$ cat config.mk
export PLATFORM = sky130hd
export DESIGN_NAME = trees_stream_loader
export DESIGN_NICKNAME = d
export VERILOG_FILES = /design/src/rtl/trees_stream_loader.sv
export SDC_FILE = /design/constraint.sdc
export NUM_CORES = 1
export LEC_CHECK = 0
export ABC_CLOCK_PERIOD_IN_PS = 5690
export BUFFER_PORTS_ARGS = -buffer_cell sky130_fd_sc_hd__buf_4
export CORE_ASPECT_RATIO = 0.7
export CORE_MARGIN = 2
export CORE_UTILIZATION = 40
export DETAILED_ROUTE_END_ITERATION = 6
export PLACE_DENSITY_LB_ADDON = 0.12
export SYNTH_ARGS = -nofsm -noshare
export SYNTH_HDL_FRONTEND = slang
export SYNTH_SLANG_ARGS = --single-unit
$ cat constraint.sdc
create_clock -name clk -period 5.69 [get_ports clk]
set_input_delay 0.2845 -clock clk [delete_from_list [all_inputs] [get_ports clk]]
set_output_delay 0.2845 -clock clk [all_outputs]
set_load 0.02 [all_outputs]
$ cat src/rtl/trees_stream_loader.sv
// Command/stream sequencer feeding trees_ping_pong: tree and feature write strobes, core start/done handshake.
// Optional stall/completion watchdog enabled by defining LOADER_TIMEOUT_EN.
module trees_stream_loader #(
    parameter int N_TREES          = 16,
    parameter int N_NODE_AND_LEAFS = 256,
    parameter int N_FEATURE        = 32,
    parameter int MAX_BURST        = 5000,
    parameter int TIMEOUT_CYCLES   = 1024
) (
    input  logic                                          clk,
    input  logic                                          rst,
    input  logic                                          cmd_valid,
    output logic                                          cmd_ready,
    input  logic                                          cmd_mode,
    input  logic [$clog2(MAX_BURST):0]                    cmd_len,
    input  logic [63:0]                                   in_data,
    input  logic                                          in_valid,
    output logic                                          in_ready,
    output logic                                          load_trees,
    output logic [$clog2(N_NODE_AND_LEAFS)-1:0]           n_node,
    output logic [$clog2(N_TREES)-1:0]                    n_tree,
    output logic [63:0]                                   tree_nodes,
    output logic                                          load_features,
    output logic [$clog2(MAX_BURST*N_FEATURE/2)-1:0]      feature_addr,
    output logic [63:0]                                   features2,
    output logic [$clog2(MAX_BURST):0]                    burst_len,
    output logic                                          start,
    input  logic                                          core_done,
    output logic                                          busy,
    output logic                                          done,
    output logic                                          err
);
    localparam int LEN_W   = $clog2(MAX_BURST) + 1;
    localparam int NODE_W  = $clog2(N_NODE_AND_LEAFS);
    localparam int TREE_W  = $clog2(N_TREES);
    localparam int HF      = N_FEATURE / 2;
    localparam int FADDR_W = $clog2(MAX_BURST * N_FEATURE / 2);

    if ((N_FEATURE % 2) != 0 || TIMEOUT_CYCLES < 1) begin : g_bad_cfg
        $error("trees_stream_loader: N_FEATURE must be even and TIMEOUT_CYCLES >= 1");
    end

    typedef enum logic [2:0] {S_IDLE, S_TREES, S_FEAT, S_START, S_WAIT, S_DONE} state_t;

    state_t              state_q;
    logic                fin_q;        // last word accepted; its strobe is on the bus this cycle
    logic [NODE_W-1:0]   node_cnt_q;
    logic [TREE_W-1:0]   tree_cnt_q;
    logic [FADDR_W-1:0]  feat_cnt_q;
    logic                load_trees_q, load_features_q, start_q, done_q, err_q;
    logic [NODE_W-1:0]   n_node_q;
    logic [TREE_W-1:0]   n_tree_q;
    logic [63:0]         tree_nodes_q, features2_q;
    logic [FADDR_W-1:0]  feature_addr_q;
    logic [LEN_W-1:0]    burst_len_q;
    logic                node_last, tree_last, feat_last;

`ifdef LOADER_TIMEOUT_EN
    localparam int STALL_W = $clog2(TIMEOUT_CYCLES * 64 + 1);
    logic [STALL_W-1:0]  stall_q;
`endif

    assign node_last = (node_cnt_q == NODE_W'(N_NODE_AND_LEAFS - 1));
    assign tree_last = node_last && (tree_cnt_q == TREE_W'(N_TREES - 1));
    assign feat_last = (int'(feat_cnt_q) == int'(burst_len_q) * HF - 1);

    always_ff @(posedge clk) begin
        if (rst) begin
            state_q         <= S_IDLE;
            fin_q           <= 1'b0;
            node_cnt_q      <= '0;
            tree_cnt_q      <= '0;
            feat_cnt_q      <= '0;
            load_trees_q    <= 1'b0;
            load_features_q <= 1'b0;
            start_q         <= 1'b0;
            done_q          <= 1'b0;
            err_q           <= 1'b0;
            n_node_q        <= '0;
            n_tree_q        <= '0;
            tree_nodes_q    <= '0;
            feature_addr_q  <= '0;
            features2_q     <= '0;
            burst_len_q     <= '0;
`ifdef LOADER_TIMEOUT_EN
            stall_q         <= '0;
`endif
        end else begin
            // NOTE: pulses default low here and are raised only by the branch that owns them.
            load_trees_q    <= 1'b0;
            load_features_q <= 1'b0;
            start_q         <= 1'b0;
            done_q          <= 1'b0;
            err_q           <= 1'b0;
            case (state_q)
                S_IDLE: begin
`ifdef LOADER_TIMEOUT_EN
                    stall_q <= '0;
`endif
                    if (cmd_valid) begin
                        fin_q <= 1'b0;
                        if (!cmd_mode) begin
                            node_cnt_q <= '0;
                            tree_cnt_q <= '0;
                            state_q    <= S_TREES;
                        end else if (cmd_len != '0 && cmd_len <= LEN_W'(MAX_BURST)) begin
                            burst_len_q <= cmd_len;
                            feat_cnt_q  <= '0;
                            state_q     <= S_FEAT;
                        end else begin
                            err_q <= 1'b1;
                        end
                    end
                end
                S_TREES, S_FEAT: begin
                    if (fin_q) begin
                        fin_q <= 1'b0;
                        if (state_q == S_TREES) begin
                            state_q <= S_DONE;
                            done_q  <= 1'b1;
                        end else begin
                            state_q <= S_START;
                            start_q <= 1'b1;
                        end
                    end else if (in_valid) begin
`ifdef LOADER_TIMEOUT_EN
                        stall_q <= '0;
`endif
                        if (state_q == S_TREES) begin
                            load_trees_q <= 1'b1;
                            n_node_q     <= node_cnt_q;
                            n_tree_q     <= tree_cnt_q;
                            tree_nodes_q <= in_data;
                            node_cnt_q   <= node_last ? '0 : node_cnt_q + 1'b1;
                            if (node_last) tree_cnt_q <= tree_cnt_q + 1'b1;
                            fin_q        <= tree_last;
                        end else begin
                            load_features_q <= 1'b1;
                            feature_addr_q  <= feat_cnt_q;
                            features2_q     <= in_data;
                            feat_cnt_q      <= feat_cnt_q + 1'b1;
                            fin_q           <= feat_last;
                        end
                    end
`ifdef LOADER_TIMEOUT_EN
                    else if (stall_q == STALL_W'(TIMEOUT_CYCLES - 1)) begin
                        err_q   <= 1'b1;
                        stall_q <= '0;
                        state_q <= S_IDLE;
                    end else begin
                        stall_q <= stall_q + 1'b1;
                    end
`endif
                end
                S_START: begin
`ifdef LOADER_TIMEOUT_EN
                    stall_q <= '0;
`endif
                    state_q <= S_WAIT;
                end
                S_WAIT: begin
                    if (core_done) begin
                        state_q <= S_DONE;
                        done_q  <= 1'b1;
                    end
`ifdef LOADER_TIMEOUT_EN
                    else if (stall_q == STALL_W'(TIMEOUT_CYCLES * 64 - 1)) begin
                        err_q   <= 1'b1;
                        stall_q <= '0;
                        state_q <= S_IDLE;
                    end else begin
                        stall_q <= stall_q + 1'b1;
                    end
`endif
                end
                S_DONE:  state_q <= S_IDLE;
                default: state_q <= S_IDLE;
            endcase
        end
    end

    // Handshake readies are decoded from the state register only, so they never depend on inputs.
    assign cmd_ready     = (state_q == S_IDLE);
    assign in_ready      = (state_q == S_TREES || state_q == S_FEAT) && !fin_q;
    assign busy          = (state_q != S_IDLE);
    assign load_trees    = load_trees_q;
    assign n_node        = n_node_q;
    assign n_tree        = n_tree_q;
    assign tree_nodes    = tree_nodes_q;
    assign load_features = load_features_q;
    assign feature_addr  = feature_addr_q;
    assign features2     = features2_q;
    assign burst_len     = burst_len_q;
    assign start         = start_q;
    assign done          = done_q;
    assign err           = err_q;
endmodule

Yosys cells after proc, flatten, opt, wreduce, memory -nomap -nowiden:

Cells that the tools add are included.

* register bits: 209
* latch bits: 0
* bits in writable memories: 0
* memory bits (read-only): 0
* input bits: 84
* output and inout bits: 179
* logic and storage cells: 107
* memories kept: 0

* add/sub/neg operators: 4
* $mul: 0
* divide/modulo/power cells: 0
* $lt $le $gt $ge: 1
* equality and inequality tests: 19
* shifts and indexed selects: 0
* mux-type cells: 39
* bitwise operators: 7
* reduce and logical (&&, ||, !) cells: 21

Operators by type and width (number)
* 2-to-1 mux 17 bit: 6
* 2-to-1 mux 8 bit: 6
* one-hot mux 17 bit (2 select lines): 1
* 2-to-1 mux 4 bit: 6
* equality test 18 x 19 -> 1 bit: 1
* subtractor 18 x 1 -> 19 bit (second input constant): 1
* 2-to-1 mux 3 bit: 6
* != test 2 bit (second input constant): 9
* adder 17 x 1 -> 17 bit (second input constant): 1
* one-hot mux 8 bit (2 select lines): 1
* AND reduction 4 bit: 4
* less-or-equal comparator 14 x 13 -> 1 bit (second input constant): 1
* AND reduction 7 bit: 2
* nonzero test 14 bit: 1
* one-hot mux 3 bit (4 select lines): 1
* 2-to-1 mux 1 bit: 9
* adder 8 x 1 -> 8 bit (second input constant): 1
* equality test 8 bit (second input constant): 1
* one-hot mux 4 bit (2 select lines): 1
* OR reduction 4 bit: 2
* NOT 1 bit: 7
* equality test 3 x 2 -> 1 bit (second input constant): 2
* AND reduction 6 bit: 1
* adder 4 x 1 -> 4 bit (second input constant): 1
* 15 further kinds: 19

Longest topological paths before layout:

Gate-level depths: netlist of run 1.

* word-level depth: 6
* gate-level depth with buffers: 9
* gate-level depth less buffers: 8

Worst setup path before layout of run 1:

No wires, ideal clock.

* path type: register -> register
* start point: register burst_len_q[0] (netlist: burst_len[0])
* end point: register fin_q
* arrival time: 2.069 ns
* data required time: 5.606 ns
* path slack: 3.536 ns
* cell stages (with the launch flop): 9
* path buffers: 0
* path through: dfxtp_1 -> inv_1 -> ha_1 -> or4b_4 -> o41ai_1 -> xnor2_1 -> o22ai_1 -> o211ai_1 -> o31ai_2

* longest elaborated chain between the ends: 6

Ends and longest elaborated chain
* from (decl): RTL line 55 `logic [LEN_W-1:0] burst_len_q;`
* from (signal assigned): RTL line 107 `burst_len_q <= cmd_len;`
* subtractor 18 x 1 -> 19 bit: RTL line 65 `assign feat_last = (int'(feat_cnt_q) == int'(burst_len_q) * HF - 1);`
* equality test 18 x 19 -> 1 bit: RTL line 65
* 2-to-1 mux 1 bit: RTL line 129 `if (state_q == S_TREES) begin`
* 2-to-1 mux 1 bit: RTL line 125 `end else if (in_valid) begin`
* 2-to-1 mux 1 bit: RTL line 116 `if (fin_q) begin`
* one-hot mux 1 bit (2 select lines): RTL line 95 `case (state_q)`
* to (signal assigned): RTL line 136 `fin_q <= tree_last;`
* to (signal assigned): RTL line 142 `fin_q <= feat_last;`
* to (decl): RTL line 46 `logic fin_q;`

No other way between the ends.
A chain may end at the register's enable or synchronous reset.

Worst setup path in the final report of run 1:

* start point: register state_q[0]
* end point: register feat_cnt_q[16]

* longest elaborated chain between the ends: 4
* elaborated cells on any way between the ends: 13
* those cells by class: eq/ne (8); mux (1); reduce/logical (4)

Ends and longest elaborated chain
* from (decl): RTL line 45 `state_t state_q;`
* from (signal assigned): RTL line 69 `state_q <= S_IDLE;`
* from (signal assigned): RTL line 105 `state_q <= S_TREES;`
* from (signal assigned): RTL line 109 `state_q <= S_FEAT;`
* equality test 3 x 1 -> 1 bit or equality test 3 x 2 -> 1 bit (tied branches): RTL line 95, 129
* OR reduction 2 bit: RTL line 95
* != test 2 bit (no source line) or nonzero test 2 bit (tied branches)
* AND reduction 7 bit (no source line)
* to (signal assigned): RTL line 141 `feat_cnt_q <= feat_cnt_q + 1'b1;`
* to (decl): RTL line 49 `logic [FADDR_W-1:0] feat_cnt_q;`

Parallel ways exist; a longest one is shown, timed or not.

==> results of run 1 <==
-- metrics by stage --
| stage | cells | setup slack, ns | total power [mW] | area (um2) |
|---|---|---|---|---|
| 2_1_floorplan | 1011 | 3.54 | 1.80 | 8070 |
| 3_3_place_gp | 1480 | 2.86 | 1.97 | 10200 |
| 3_5_place_dp | 1480 | 2.76 | 1.97 | 10200 |
| 4_1_cts | 1517 | 2.74 | 3.40 | 10900 |
| 5_1_grt | 1517 | 2.44 | 3.50 | 10900 |
| 6_report | 1517 | 2.81 | 3.36 | 10900 |
-- power by group through the flow --
stage,Combinational [mW],Sequential [mW],Clock [mW]
after CTS,0.403,1.54,1.45
after detailed placement,0.402,1.57,0
after floorplan,0.185,1.61,0
after global routing,0.436,1.54,1.52
final,0.399,1.54,1.42
after global placement,0.402,1.57,0
-- cells in the mapped netlist (4+ instances only) --
cell        n
nand2_1   330
nor3b_1     5
a21oi_1   171
xor2_1     12
clkbuf_1   60
xnor2_1    26
nor4_1      5
nand3_1    14
ha_1        4
inv_1       6
and4_1      4
nor2_1     62
nor3_1      8
mux2i_1    14
and3_1      8
nand4_1     6
nand3b_1    4
dfxtp_1   209
o21ai_0    11
buf_2       4
-- registers in the layout, indices dropped and copies added (netlist names), 3 cells and up --
signal        flops
burst_len        14
feat_cnt_q       17
feature_addr     17
features2        64
n_node            8
n_tree            4
node_cnt_q        8
state_q           3
tree_cnt_q        4
tree_nodes       64
-- tightest hold or removal path, stage by stage --
cell	delay, ns
buf_4	0.09
mux2i_1	0.06
nor2_1	0.07
-- worst paths after layout --
path | cells past startpoint | endpoint | from
max | 6 | feat_cnt_q[16]$_SDFFE_PP0P_ | state_q[0]$_SDFFE_PP0P_
min | 3 | burst_len[5]$_SDFFE_PP0P_ | cmd_len[5]
max reg2reg | 6 | feat_cnt_q[16]$_SDFFE_PP0P_ | state_q[0]$_SDFFE_PP0P_
min reg2reg | 2 | tree_nodes[2]$_SDFFE_PP0P_ | tree_nodes[2]$_SDFFE_PP0P_
-- kinds of logic (layout without fill, tap and decap cells) --
logic type      after synthesis  count (layout)
buf+inv                      73             309
xor+xnor                     38              38
fa+ha+maj                     4               4
flops                       209             209
simple gates                468             468
compound gates              205             205
mux                          14              14
-- per-layer routing --
metal | GRT usage | vias up | part of all wire
met1 | 0.316 | 3488 | 0.50
met3 | 0.0458 | 29 | 0.061
met4 | 0.0467 | 0 | 0.018
met2 | 0.295 | 222 | 0.42
met5 | 0 | - | 0
li1 | - | 3793 | -
-- final cells by class --
cell class	instances	area (um2)	share of cell area
sequential	209	4180	0.385
tap	270	338	0.0311
timing repair buffer	266	2000	0.184
multi-input combinational	729	3620	0.333
inverter	6	22.5	0.00207
clock inverter	3	42.5	0.00391
clock buffer	34	667	0.0613
==> flow_metrics.tcl, run 1 <==
set metrics [dict create \
    status "complete, no violations" \
    p_switching_uw 847 \
    clkPwrFrac 0.422 \
    diodes 0 \
    path_class "flop to flop" \
    hold_viol 0 \
    seq_power_share 0.459 \
    synth_compound_area_frac 0.137 \
    dp_hpwl_mm 15.8 \
    synth_top_family_by_area "simple AND/OR/NAND/NOR gates" \
    ys_async_sr_fraction 0 \
    die_h_um 123 \
    place_congestion 0.832 \
    synth_area_um2 8070 \
    cts-hold-fix-buffers 0 \
    synth.avg_cell_area_um2 7.98 \
    whs_ns 0.0360 \
    yosysTopAreaCell "dfxtp_1" \
    rrSetupSlack_ns 2.81 \
    grt_pass1_wl_mm 36.2 \
    ys_types 53 \
    synth_edf_count 0 \
    vias 7532 \
    irDropWorstVdd_mv 0.193 \
    slowest_delay_ns 0.91 \
    relSlewSlack 0.344 \
    cp_num_buf_inv 0 \
    cts_tree "yes" \
    cts_buffers 22 \
    cp_max_fo 86 \
    dr.pass1.iters 4 \
    ios 263 \
    power.density_nw_per_um2 308 \
    cts.htree.levels 1 \
    wire_per_inst_um 15.5 \
    clkTransAtPathRegs_ns 0.06 \
    synthXorXnorAreaFrac 0.0412 \
    die-area_um2 21300 \
    ys_ff_latch 209 \
    layout-drive-gt1-share 0.250 \
    synth_warnings 0 \
    synth_nets 1099 \
    grt_overflow 0 \
    required_ns 6.07 \
    yosys.area_share.simple 0.245 \
    synth_top_area_frac 0.518 \
    hold_path.class "input port to flop" \
    final_cell_mix "330 x nand2_1, 265 x buf_4, 209 x dfxtp_1, 171 x a21oi_1, 62 x nor2_1" \
    drv_cap 0 \
    crit_chain "nor2_1 > and3_4 > nand4_1 > nor3b_1 > xnor2_1 > nor2_1" \
    initial_core_util 0.408 \
    fillers 1947 \
    cts_buffer_depth 3 \
    finalClockSkew_ns 0.0136 \
    drt_iter0_drc 522 \
    fmax_mhz 348 \
    min_period_ns 2.88 \
    cpMostUsedCell "nor2_1" \
    layout_commonest_cell "nand2_1" \
    io_buffers 262 \
    cts.sinks 209 \
    fin_setup_tns_ns 0 \
    setup_viol 0 \
    netlist_instances 1011 \
    critPathArrivalTime_ns 3.26 \
    grt_use_total 0.207 \
    antenna_found_initial 0 \
    muxShareOfSynthArea 0.0174 \
    post-cts-setup-buffers 0 \
    synth_area_leaders "dfxtp_1 52%, nand2_1 15%, a21oi_1 11%" \
    cts_root_buffer "clkbuf_16" \
    drt_wl_total_mm 23.4 \
    clkLatencyLatePin_ns 0.50 \
    worstSetupStartpointType "flop" \
    drtAntennaViolNets 0 \
    leakage_nw 4.28 \
    p_comb_frac 0.119 \
    drv_slew 0 \
    tightestPinTransition_ns 0.985 \
    core_um2 19800 \
    synth_fa_ha_area_frac 0.00620 \
    ys_seq_area_frac 0.518 \
    yosys_most_used_dff "dfxtp_1" \
    nets 1322 \
    fin_crit_sh 0.505 \
    drt-vias-per-instance 4.97 \
    p_int_mw 2.51 \
    grt_max_degree 117 \
    first_global_vias 6582 \
    drc 0 \
    area_growth_pct 34.8 \
    cp_top_family "simple AND/OR/NAND/NOR gates" \
    end_kind "flop" \
    cp_slowest_cell "and3_4" \
    utilization 0.549 \
    die_w_um 174 \
    p_sw_frac 0.252 \
    rsz0062_at_grt "no" \
    cts_resized 0 \
    row_count 43 \
]
Power figures use the tool's default switching activity.
==> run 2, diff against run 1 <==
- ABC_CLOCK_PERIOD_IN_PS: 5690 -> 3000
- clock period: 5.69 -> 3 ns (I/O delays scaled with it)
==> run 2 against run 1 <==
Effect of this change:
- final area grew 8.1%
- register-to-register slack got worse by 2.1 ns
- combinational power up 120%
- critical path depth up 3
- wire length increased by 3.8%
- sequential share of layout area is 2.9 points lower
- final cell count up 5.9%
- non-clock buffer count increased by 87
- hold slack got worse by 0.0058 ns
==> flow_metrics.tcl, run 2 (same netlist as run 1, synthesis figures left out) <==
set metrics [dict create \
    status "complete, no violations" \
    grt_pass1_wl_mm 38.0 \
    die-area_um2 21300 \
    cts.htree.levels 1 \
    post-cts-setup-buffers 0 \
    irDropWorstVdd_mv 0.343 \
    antenna_found_initial 0 \
    drt-vias-per-instance 4.85 \
    layout-drive-gt1-share 0.239 \
    first_global_vias 7034 \
    worstSetupStartpointType "input port" \
    diodes 0 \
    worst-path-stages 9 \
    relSlewSlack 0.445 \
    clkTransAtPathRegs_ns 0.06 \
    reg2regPathDepth 6 \
    p_sw_frac 0.251 \
    grt_overflow 0 \
    place_congestion 0.824 \
    rsz0062_at_grt "no" \
    drt_iter0_drc 528 \
    fmax_mhz 429 \
    p_switching_mw 1.63 \
    path_class "input port to flop" \
    required_ns 3.37 \
    area_growth_pct 45.7 \
    drc 0 \
    cts_tree "yes" \
    critPathArrivalTime_ns 2.70 \
    tightestPinTransition_ns 0.833 \
    clkPwrFrac 0.419 \
    drtAntennaViolNets 0 \
    cts_resized 0 \
    crit_chain "dlygate4sd3_1 > buf_4 > nor3_1 > a21oi_1 > nor4_1 > and4_1 > buf_4 > or2_2 > nor2_1" \
    initial_core_util 0.408 \
    finalInstanceArea_um2 11800 \
    fin_crit_sh 0.777 \
    drv_slew 0 \
    p_comb_frac 0.133 \
    dp_hpwl_mm 16.0 \
    drv_cap 0 \
    grt_max_degree 157 \
    min_period_ns 2.33 \
    ios 263 \
    leakage_nw 4.67 \
    cts_root_buffer "clkbuf_16" \
    core_um2 19800 \
    nets 1409 \
    io_buffers 262 \
    die_h_um 123 \
    cp_num_buf_inv 3 \
    cts.sinks 209 \
    clkLatencyLatePin_ns 0.49 \
    cts_buffer_depth 3 \
    drt_wl_total_mm 24.3 \
    cp_max_fo 18 \
    min_path_cells 3 \
    seq_power_share 0.448 \
    dr.pass1.iters 4 \
    cp_top_family "simple AND/OR/NAND/NOR gates" \
    die_w_um 174 \
    fin_setup_tns_ns 0 \
    power.density_nw_per_um2 553 \
    hold_viol 0 \
    row_count 43 \
    slowest_delay_ns 0.55 \
    wire_per_inst_um 15.2 \
    finalClockSkew_ns 0.00800 \
    cts_buffers 22 \
    p_int_mw 4.87 \
    cp_slowest_cell "dlygate4sd3_1" \
    final_cell_mix "330 x nand2_1, 270 x buf_4, 209 x dfxtp_1, 171 x a21oi_1, 81 x dlygate4sd3_1" \
    postPlaceCellArea_um2 10200 \
    hold_path.class "input port to flop" \
    grt_use_total 0.217 \
    cpMostUsedCell "buf_4" \
    vias 7787 \
    layout_commonest_cell "nand2_1" \
    end_kind "flop" \
    setup_viol 0 \
]
-- run 2: changes by cell type in the layout (fill, tap and decap cells not counted) --
cell,previous run,this run
clkinv_2,1,2
clkinvlp_4,1,0
buf_4,265,270
buf_12,0,1
clkbuf_8,5,6
clkbuf_1,6,7
dlygate4sd3_1,0,81
-- run 2: layout make-up --
class / instances / area, um2
Multi-Input combinational cell: 729 / 3620
Clock buffer: 36 / 684
Tap cell: 270 / 338
Timing Repair Buffer: 353 / 2870
Sequential cell: 209 / 4180
Clock inverter: 3 / 40.0
Fill cell: 1825 / 8040
Inverter: 6 / 22.5
-- run 2: routing by layer --
metal / GRT usage / share of wire
met1: 0.311 / 0.48
met2: 0.345 / 0.44
met3: 0.0390 / 0.057
met4: 0.0457 / 0.019
met5: 0 / 0
-- run 2: power by group through the flow --
| stage | Combinational (mW) | Clock (mW) | Sequential (mW) |
|---|---|---|---|
| after floorplan | 0.351 | 0 | 3.05 |
| after global placement | 0.774 | 0 | 2.97 |
| after detailed placement | 0.775 | 0 | 2.98 |
| after CTS | 0.865 | 2.79 | 2.91 |
| after global routing | 0.940 | 2.90 | 2.92 |
| final | 0.863 | 2.72 | 2.91 |
-- run 2: metrics by stage --
| stage | hold slack [ns] | util | total power [mW] | cells | setup WS [ns] |
|---|---|---|---|---|---|
| final | 0.0302 | 0.594 | 6.50 | 1606 | 0.668 |
| after global placement | 0.402 | 0.516 | 3.75 | 1486 | 0.697 |
| after floorplan | 0.286 | - | 3.41 | 1011 | 0.846 |
| after CTS | 0.00825 | 0.594 | 6.57 | 1606 | 0.649 |
| after global routing | 0.0270 | 0.594 | 6.76 | 1606 | 0.326 |
| after detailed placement | 0.405 | 0.516 | 3.75 | 1486 | 0.639 |
-- run 2: worst paths after layout --
kind | startpoint | end | slack, ns
max | cmd_len[4] | feat_cnt_q[11]$_SDFFE_PP0P_ | 0.67
min | cmd_mode | state_q[1]$_SDFFE_PP0P_ | 0.03
max reg2reg | state_q[0]$_SDFFE_PP0P_ | feat_cnt_q[9]$_SDFFE_PP0P_ | 0.67
min reg2reg | n_tree[2]$_SDFFE_PP0P_ | n_tree[2]$_SDFFE_PP0P_ | 0.45
-- run 2: worst min-delay path: cells and delay by family --
kind	cells	cell delay (ns)
buf+inv	1	0.13
compound gates	2	0.19
-- run 2: repair_timing --
action,4_1_cts,5_1_grt
hold buffers,81,0
endpoints found under the hold margin,148,0
endpoints found under the setup margin,0,0
